==> config.mk <==
export PLATFORM = sky130hd
export DESIGN_NAME = forward_clarke_flat
export DESIGN_NICKNAME = d
export VERILOG_FILES = /design/src/rtl/forward_clarke_if.sv /design/src/rtl/forward_clarke.sv /design/src/flat_wrapper.sv
export SDC_FILE = /design/constraint.sdc
export NUM_CORES = 1
export LEC_CHECK = 0
export CORE_MARGIN = 3
export CORE_UTILIZATION = 49
export DETAILED_ROUTE_END_ITERATION = 16
export GPL_TIMING_DRIVEN = 0
export PLACE_DENSITY = 0.77
export SLEW_MARGIN = 40
export SYNTH_ARGS = -nofsm -noshare
export SYNTH_HDL_FRONTEND = slang
export SYNTH_SLANG_ARGS = --single-unit
==> constraint.sdc <==
create_clock -name clk -period 19.1 [get_ports clk]
set_clock_uncertainty 0.1 [all_clocks]
set_input_delay 2.865 -clock clk [delete_from_list [all_inputs] [get_ports clk]]
set_output_delay 2.865 -clock clk [all_outputs]
set_load 0.01 [all_outputs]
==> src/rtl/forward_clarke_if.sv <==
// Handshake bundle for the forward Clarke stage: operand side (a/b/c) and result side
// (alpha/beta).
interface forward_clarke_if #(
  parameter int unsigned D_WIDTH = 19
);
  logic [D_WIDTH-1:0] a;
  logic [D_WIDTH-1:0] b;
  logic [D_WIDTH-1:0] c;
  logic               two_phase;
  logic               in_valid;
  logic               in_ready;
  logic [D_WIDTH-1:0] alpha;
  logic [D_WIDTH-1:0] beta;
  logic               sat;
  logic               out_valid;
  logic               out_ready;

  modport master (
    output a, b, c, two_phase, in_valid, out_ready,
    input  in_ready, alpha, beta, sat, out_valid
  );

  modport slave (
    input  a, b, c, two_phase, in_valid, out_ready,
    output in_ready, alpha, beta, sat, out_valid
  );
endinterface

==> src/rtl/forward_clarke.sv <==
// Sequential forward Clarke transform (a,b,c) -> (alpha,beta), amplitude-invariant,
// saturating, with one IDLE -> MUL -> OUT pass per operand set.
module forward_clarke #(
  parameter int unsigned D_WIDTH = 19,
  parameter int unsigned Q_BITS  = 15
) (
  input logic             clk,
  input logic             rst,
  forward_clarke_if.slave bus
);
  localparam int unsigned SW = D_WIDTH + 2;
  localparam int unsigned PW = D_WIDTH + 2 + Q_BITS + 1;

  // round(2^q / sqrt(3)) as round(sqrt(4^q / 3)), done in integers.
  function automatic longint unsigned ks_const(input int unsigned q);
    longint unsigned x;
    longint unsigned s;
    longint unsigned t;
    x = 64'd1 << (2 * q);
    s = 64'd0;
    for (int i = int'(q); i >= 0; i--) begin
      t = s | (64'd1 << i);
      if (3 * t * t <= x) s = t;
    end
    if (4 * x >= 12 * s * s + 12 * s + 3) s = s + 64'd1;
    return s;
  endfunction

  localparam longint unsigned K3 = ((64'd1 << Q_BITS) + 64'd1) / 3;
  localparam longint unsigned KS = ks_const(Q_BITS);
  localparam logic signed [PW-1:0] K3S = PW'(K3);
  localparam logic signed [PW-1:0] KSS = PW'(KS);
  localparam logic signed [PW-1:0] MaxV = {{(PW-D_WIDTH+1){1'b0}}, {(D_WIDTH-1){1'b1}}};
  localparam logic signed [PW-1:0] MinV = {{(PW-D_WIDTH+1){1'b1}}, {(D_WIDTH-1){1'b0}}};

  localparam logic [1:0] StIdle = 2'd0;
  localparam logic [1:0] StMul  = 2'd1;
  localparam logic [1:0] StOut  = 2'd2;

  logic [1:0]         state_q, state_d;
  logic [D_WIDTH-1:0] a_q, a_d, b_q, b_d, c_q, c_d;
  logic               tp_q, tp_d;
  logic [D_WIDTH-1:0] alpha_q, alpha_d, beta_q, beta_d;
  logic               sat_q, sat_d;

  logic signed [SW-1:0] ax, bx, cx, sum_al, sum_be;
  logic signed [PW-1:0] prod_al, prod_be, sh_al, sh_be;
  logic [D_WIDTH:0]     clip_al, clip_be;

  // Returns {clipped_flag, value}.
  function automatic logic [D_WIDTH:0] clip(input logic signed [PW-1:0] v);
    if (v > MaxV) return {1'b1, MaxV[D_WIDTH-1:0]};
    if (v < MinV) return {1'b1, MinV[D_WIDTH-1:0]};
    return {1'b0, v[D_WIDTH-1:0]};
  endfunction

  always_comb begin
    ax      = {{2{a_q[D_WIDTH-1]}}, a_q};
    bx      = {{2{b_q[D_WIDTH-1]}}, b_q};
    cx      = {{2{c_q[D_WIDTH-1]}}, c_q};
    sum_al  = ax + ax - bx - cx;
    sum_be  = tp_q ? (ax + bx + bx) : (bx - cx);
    prod_al = $signed({{(PW-SW){sum_al[SW-1]}}, sum_al}) * K3S;
    prod_be = $signed({{(PW-SW){sum_be[SW-1]}}, sum_be}) * KSS;
    sh_al   = prod_al >>> Q_BITS;
    sh_be   = prod_be >>> Q_BITS;
    clip_al = clip(sh_al);
    clip_be = clip(sh_be);
  end

  always_comb begin
    state_d = state_q;
    a_d     = a_q;
    b_d     = b_q;
    c_d     = c_q;
    tp_d    = tp_q;
    alpha_d = alpha_q;
    beta_d  = beta_q;
    sat_d   = sat_q;
    unique case (state_q)
      StIdle: begin
        if (bus.in_valid) begin
          a_d     = bus.a;
          b_d     = bus.b;
          c_d     = bus.c;
          tp_d    = bus.two_phase;
          state_d = StMul;
        end
      end
      StMul: begin
        // Two-phase alpha is the a operand itself and can never clip.
        alpha_d = tp_q ? a_q : clip_al[D_WIDTH-1:0];
        beta_d  = clip_be[D_WIDTH-1:0];
        sat_d   = (clip_al[D_WIDTH] & ~tp_q) | clip_be[D_WIDTH];
        state_d = StOut;
      end
      StOut: begin
        if (bus.out_ready) state_d = StIdle;
      end
      default: state_d = StIdle;
    endcase
  end

  always_ff @(posedge clk) begin
    if (rst) begin
      state_q <= StIdle;
      a_q     <= '0;
      b_q     <= '0;
      c_q     <= '0;
      tp_q    <= 1'b0;
      alpha_q <= '0;
      beta_q  <= '0;
      sat_q   <= 1'b0;
    end else begin
      state_q <= state_d;
      a_q     <= a_d;
      b_q     <= b_d;
      c_q     <= c_d;
      tp_q    <= tp_d;
      alpha_q <= alpha_d;
      beta_q  <= beta_d;
      sat_q   <= sat_d;
    end
  end

  assign bus.in_ready  = (state_q == StIdle);
  assign bus.out_valid = (state_q == StOut);
  assign bus.alpha     = alpha_q;
  assign bus.beta      = beta_q;
  assign bus.sat       = sat_q;
endmodule

==> src/flat_wrapper.sv <==
// flat-port wrapper written by rule: the top's interface ports become plain ports
module forward_clarke_flat 
#(
  parameter int unsigned D_WIDTH = 19,
  parameter int unsigned Q_BITS  = 15
)
  (clk, rst, bus_a, bus_b, bus_c, bus_two_phase, bus_in_valid, bus_out_ready, bus_in_ready, bus_alpha, bus_beta, bus_sat, bus_out_valid);
  forward_clarke_if #(.D_WIDTH(D_WIDTH)) bus_i ();
  input logic clk;
  input logic rst;
  input wire logic [$bits(bus_i.a)-1:0] bus_a;
  input wire logic [$bits(bus_i.b)-1:0] bus_b;
  input wire logic [$bits(bus_i.c)-1:0] bus_c;
  input wire logic [$bits(bus_i.two_phase)-1:0] bus_two_phase;
  input wire logic [$bits(bus_i.in_valid)-1:0] bus_in_valid;
  input wire logic [$bits(bus_i.out_ready)-1:0] bus_out_ready;
  output wire logic [$bits(bus_i.in_ready)-1:0] bus_in_ready;
  output wire logic [$bits(bus_i.alpha)-1:0] bus_alpha;
  output wire logic [$bits(bus_i.beta)-1:0] bus_beta;
  output wire logic [$bits(bus_i.sat)-1:0] bus_sat;
  output wire logic [$bits(bus_i.out_valid)-1:0] bus_out_valid;
  assign bus_i.a = bus_a;
  assign bus_i.b = bus_b;
  assign bus_i.c = bus_c;
  assign bus_i.two_phase = bus_two_phase;
  assign bus_i.in_valid = bus_in_valid;
  assign bus_i.out_ready = bus_out_ready;
  assign bus_in_ready = bus_i.in_ready;
  assign bus_alpha = bus_i.alpha;
  assign bus_beta = bus_i.beta;
  assign bus_sat = bus_i.sat;
  assign bus_out_valid = bus_i.out_valid;
  forward_clarke #(.D_WIDTH(D_WIDTH), .Q_BITS(Q_BITS)) u_core (.clk(clk), .rst(rst), .bus(bus_i));
endmodule
Word-level counts from Yosys, hierarchy flattened
Index checks and enable logic that the tools add are counted.
{"block": "word_totals", "input_bits": 62, "register_bits": 99, "out_inout_bits": 41}
{"block": "op_classes", "n_reduce_logical": 3, "multipliers": 2, "bitwise": 3, "n_mux": 19, "magnitude_cmp": 4, "eq_ne": 4, "addsub": 6}
{"cell": "$mux W20", "count": 8}
{"cell": "$add A19 B19 Y20", "count": 2}
{"cell": "$mul A21 B16 Y37 const B", "count": 1}
{"cell": "$mul A21 B15 Y36 const B", "count": 1}
{"cell": "$gt A22 B19 Y1 const B", "count": 1}
{"cell": "$lt A22 B19 Y1 const B", "count": 1}
{"cell": "$add A20 B19 Y21", "count": 1}
{"cell": "$gt A21 B19 Y1 const B", "count": 1}
{"cell": "$lt A21 B19 Y1 const B", "count": 1}
{"cell": "$mux W21", "count": 1}
{"cell": "$sub A20 B19 Y21", "count": 1}
{"cell": "$sub A21 B19 Y21", "count": 1}
{"cell": "$sub A19 B19 Y20", "count": 1}
{"cell": "$mux W19", "count": 1}
{"cell": "$mux W1", "count": 6}
{"cell": "$pmux W2 S3", "count": 1}
{"cell": "$mux W2", "count": 2}
{"cell": "$ne A2 B2 Y1 const B", "count": 2}
{"cell": "$reduce_and A2 Y1", "count": 2}
{"cell": "$eq A2 B1 Y1 const B", "count": 1}
{"cell": "$eq A2 B2 Y1 const B", "count": 1}
{"cell": "$logic_not A2 Y1", "count": 1}
{"cell": "$and A1 B1 Y1", "count": 1}
{"cell": "$not A1 Y1", "count": 1}
{"cell": "$or A1 B1 Y1", "count": 1}

Logic depth before layout (Yosys ltp)
{"block": "depth", "ltp_word": 11, "mapped_depth": 38}

Worst setup path before layout
Ideal clock, no wire load.
{"block": "synth_path", "path_kind": "register to register", "from": "register u_core.b_q[2]", "to": "register u_core.alpha_q[13] (netlist: u_core.bus.alpha[13])", "arrival_time_ns": 8.840, "setup_slack_ns": 10.082, "path_stages_with_launch": 36, "setup_ns": 0.078, "required_ns": 18.922, "cell_sequence": "dfxtp_1 -> inv_1 -> fa_1 -> ha_1 -> nor2b_1 -> o31a_1 -> o221ai_1 -> a21oi_1 -> a21oi_1 -> a2111oi_2 -> o21ai_0 -> nand2b_1 -> xnor2_1 -> clkbuf_1 -> inv_1 -> ha_1 -> ha_1 -> inv_1 -> fa_1 -> inv_1 -> fa_1 -> fa_1 -> inv_1 -> fa_1 -> inv_1 -> ha_1 -> a21oi_1 -> o21ai_0 -> or3_1 -> o22a_1 -> a311oi_1 -> xnor2_1 -> o21ai_1 -> clkbuf_1 -> a211oi_1 -> nor3_1"}
{"block": "synth_between", "elab_chain_cells": 9}
{"item": "from (decl)", "line_no": "forward_clarke.sv:41", "rtl": "logic [D_WIDTH-1:0] a_q, a_d, b_q, b_d, c_q, c_d;"}
{"item": "from (signal assigned)", "line_no": "forward_clarke.sv:108", "rtl": "b_q <= '0;"}
{"item": "from (signal assigned)", "line_no": "forward_clarke.sv:117", "rtl": "b_q <= b_d;"}
{"item": "$sub A20 B19 Y21 *", "line_no": "forward_clarke.sv:61", "rtl": "sum_al = ax + ax - bx - cx;"}
{"item": "$sub A21 B19 Y21 *", "line_no": "forward_clarke.sv:61"}
{"item": "$mul A21 B15 Y36 *", "line_no": "forward_clarke.sv:63", "rtl": "prod_al = $signed({{(PW-SW){sum_al[SW-1]}}, sum_al}) * K3S;"}
{"item": "$lt A21 B19 Y1", "line_no": "forward_clarke.sv:53", "rtl": "if (v < MinV) return {1'b1, MinV[D_WIDTH-1:0]};"}
{"item": "$mux W1 (2 in series)", "line_no": "forward_clarke.sv:53"}
{"item": "$mux W20", "line_no": "forward_clarke.sv:54", "rtl": "return {1'b0, v[D_WIDTH-1:0]};"}
{"item": "$mux W20 *", "line_no": "forward_clarke.sv:53"}
{"item": "$mux W19 *", "line_no": "forward_clarke.sv:92", "rtl": "alpha_d = tp_q ? a_q : clip_al[D_WIDTH-1:0];"}
{"item": "to (signal assigned)", "line_no": "forward_clarke.sv:120", "rtl": "alpha_q <= alpha_d;"}
{"item": "to (decl)", "line_no": "forward_clarke.sv:43", "rtl": "logic [D_WIDTH-1:0] alpha_q, alpha_d, beta_q, beta_d;"}
Mark *: on every way between the ends. The rest lies on a longest branch, timed or not. The select of a mux whose other input is x is not followed.
A chain may end at the register's enable or synchronous reset.

Final worst setup path
{"block": "layout_path", "from": "register u_core.b_q[2]", "to": "register u_core.alpha_q[6] (netlist: u_core.bus.alpha[6])"}
Same word-level chain as after synthesis.

==> run metrics <==
Synth Instances 2347; Most common cell on crit path inv_1; met2 WL 24.31 mm; crit path DAT 10.84 ns; clk slew on worst S/H paths 0.08 ns; CP Launch Type flop; first-pass GRT wire length 87.43 mm; sequential area share after synthesis 0.09994; Pins Over Slew Limit 0; FF+latch area 1982 um^2; Inserted Clock Buffers 9; synthesized area per cell 8.449 um^2; Max stage delay cell, worst path a2111oi_2; Critical Path Max Stage Delay 0.72 ns; Port Buffers 101; H-tree levels 3; Worst R2R Setup Slack 8.45 ns; HPWL Detailed 47.12 mm; Period Utilization, post-route 0.5574; synth warn 0; Clk Latency, worst-skew pair 0.36 ns; CTS tree done; Top-Level Pins 103; Final Hold Vio Count 0; largest net degree at the start of global routing 22; FP Rows 73; PostCTS Resize Cnt 0; Max Clk Rate 93.93 MHz; GR Util All Layers 0.2530; vias in the first global route 16857; Post-synth EDFFs 0; Total Wirelength 54.30 mm; wire length on met3 4.833 mm; post-route cell area 21900 um^2; final worst path period need 10.65 ns; critical path data required time 19.29 ns; Post-Synthesis Cell Area 19830 um^2; drt drc 0; dominant synthesized flop cell dfxtp_1; Critical Path Fanout Max 21; 1st-iter DRT viols 1049; root buffer cell clkbuf_16; Final Util 0.5498; die height 207.2 um; DR vias 16308; setup TNS 0 ns; clk buf depth 2; RSZ-0062 raised after global routing no; Setup crit start u_core.b_q[2]; end of the critical path u_core.bus.alpha[6]; outcome finished, final reports clean; fillcell total 3723; nets@finish 3110; die width 207.2 um; R2R Path Start u_core.b_q[2]; Area growth syn-to-layout 10.42%; hold slack 0.3577 ns; max-capacitance violation count 0; M1 WL 23.43 mm; post-CTS setup buffer count 0; WL per Instance 18.15 um; worst reg2reg endpoint u_core.bus.alpha[6]; Hold Crit Class flop to flop; DP Area 21570 um^2; actual slew at the worst max-slew pin 0.8470 ns; layout cells sized above 1 0.02557; final setup fails 0; clock sinks 99; Yosys cell types 73; global route overflow 0; DR top layer met5; FF+latch count, synth 99; ANT nets after route 0; Die ar. 42920 um^2; initial antenna violation count 4; Net Count, Synth 2998; Pre-antenna DRT Iters 5; Worst slew margin 0.4354; Multi-input gate area 15730 um^2; post-synthesis async set-or-reset flop share 0; Worst Reg-to-Reg Cells 35; Core Area 39820 um^2; GPL Wtd Cong 0.9405; Initial Util 0.4980; CP endpoint kind flop; Worst Setup Path Type flop to flop; vias per cell 5.452; cts hold-fix bufs 0
how the worst min path moves through the flow:
stage,startpoint,end,slack [ns],cells past startpoint
final,u_core.c_q[15],u_core.c_q[15],0.36,2
after global routing,u_core.c_q[15],u_core.c_q[15],0.38,2
after CTS,u_core.c_q[15],u_core.c_q[15],0.36,2
after detailed placement,u_core.bus.alpha[5],u_core.bus.alpha[5],0.35,2
after global placement,u_core.c_q[10],u_core.c_q[10],0.34,2
after floorplan,u_core.c_q[10],u_core.c_q[10],0.34,2
cell type report:
class                           instances  share of cell area
Timing Repair Buffer                  101             0.04617
Antenna cell                            2           0.0002286
Inverter                              534             0.09154
Multi-Input combinational cell       1663              0.7182
Sequential cell                        99             0.09051
Buffer                                 51            0.009257
Clock buffer                            9             0.01029
Tap cell                              525             0.03000
Clock inverter                          7            0.003771
worst max-delay path: cells and delay by family, from the launching register on:
family	cells	cell delay, ns
flip-flops	1	0.42
XOR/XNOR	2	0.42
AO/OA/AOI/OAI	13	3.79
AND/OR/NAND/NOR	3	0.73
buffers and inverters	8	1.41
adder cells (fa/ha/maj)	9	3.68
cells in the final DEF, fill, tap and decap left out, types with 8 or more instances in the layout:
master,n
xnor2_1,68
and3_1,15
ha_1,314
o21bai_1,13
nand2b_1,15
nand3_1,18
xor2_1,48
a21o_1,30
a31oi_1,11
nand2_1,235
and2_1,15
or2_2,9
inv_1,532
a21oi_1,186
a211oi_1,37
fa_1,275
dfxtp_1,99
o21a_1,20
or3_1,11
clkbuf_1,41
nor2b_1,18
clkbuf_16,9
o21ai_1,9
o31ai_1,8
nor3_1,25
clkdlybuf4s50_1,101
nor2_1,94
o21ai_0,77
per-layer routing:
metal,global-route usage,vias to the layer above
met5,0,-
met2,0.4019,542
met1,0.3424,7895
li1,-,7745
met3,0.06861,122
met4,0.06929,4
Yosys cell counts (30+ instances only):
cell / count / area, um^2
a21oi_1: 187 / 935.9
o21ai_0: 83 / 415.4
a21o_1: 30 / 225.2
fa_1: 275 / 5505
xor2_1: 50 / 437.9
clkbuf_1: 43 / 161.4
a211oi_1: 37 / 277.8
xnor2_1: 74 / 648.1
nor2_1: 96 / 360.4
nand2_1: 235 / 882.1
ha_1: 314 / 3929
dfxtp_1: 99 / 1982
inv_1: 532 / 1997
metrics by stage:
stage	worst slack [ns]	std cells
after detailed placement	8.723	2973
after global routing	7.926	2990
after floorplan	10.08	2347
final	8.454	2991
after global placement	8.564	2973
after CTS	8.661	2989
state kept, by name, indices dropped and copies added, names as in the netlist:
signal,flops
u_core.a_q,19
u_core.b_q,19
u_core.bus.alpha,19
u_core.bus.beta,19
u_core.c_q,19
u_core.state_q,2
u_core.bus.sat,1
u_core.tp_q,1
logic make-up after synthesis:
kind of cell               count (synthesis)  synth area share
buffers and inverters                    585            0.1112
xor gates and xnor gates                 124           0.05477
muxes                                      9          0.004795
adders and majority gates                589            0.4757
DFF                                       99           0.09994
AOI/OAI and AO/OA                        453            0.1419
and+or+nand+nor                          488            0.1117
Power is left out: the tool's default activity adds up to more than one toggle a clock period on the data nets, which glitch-free logic cannot reach.
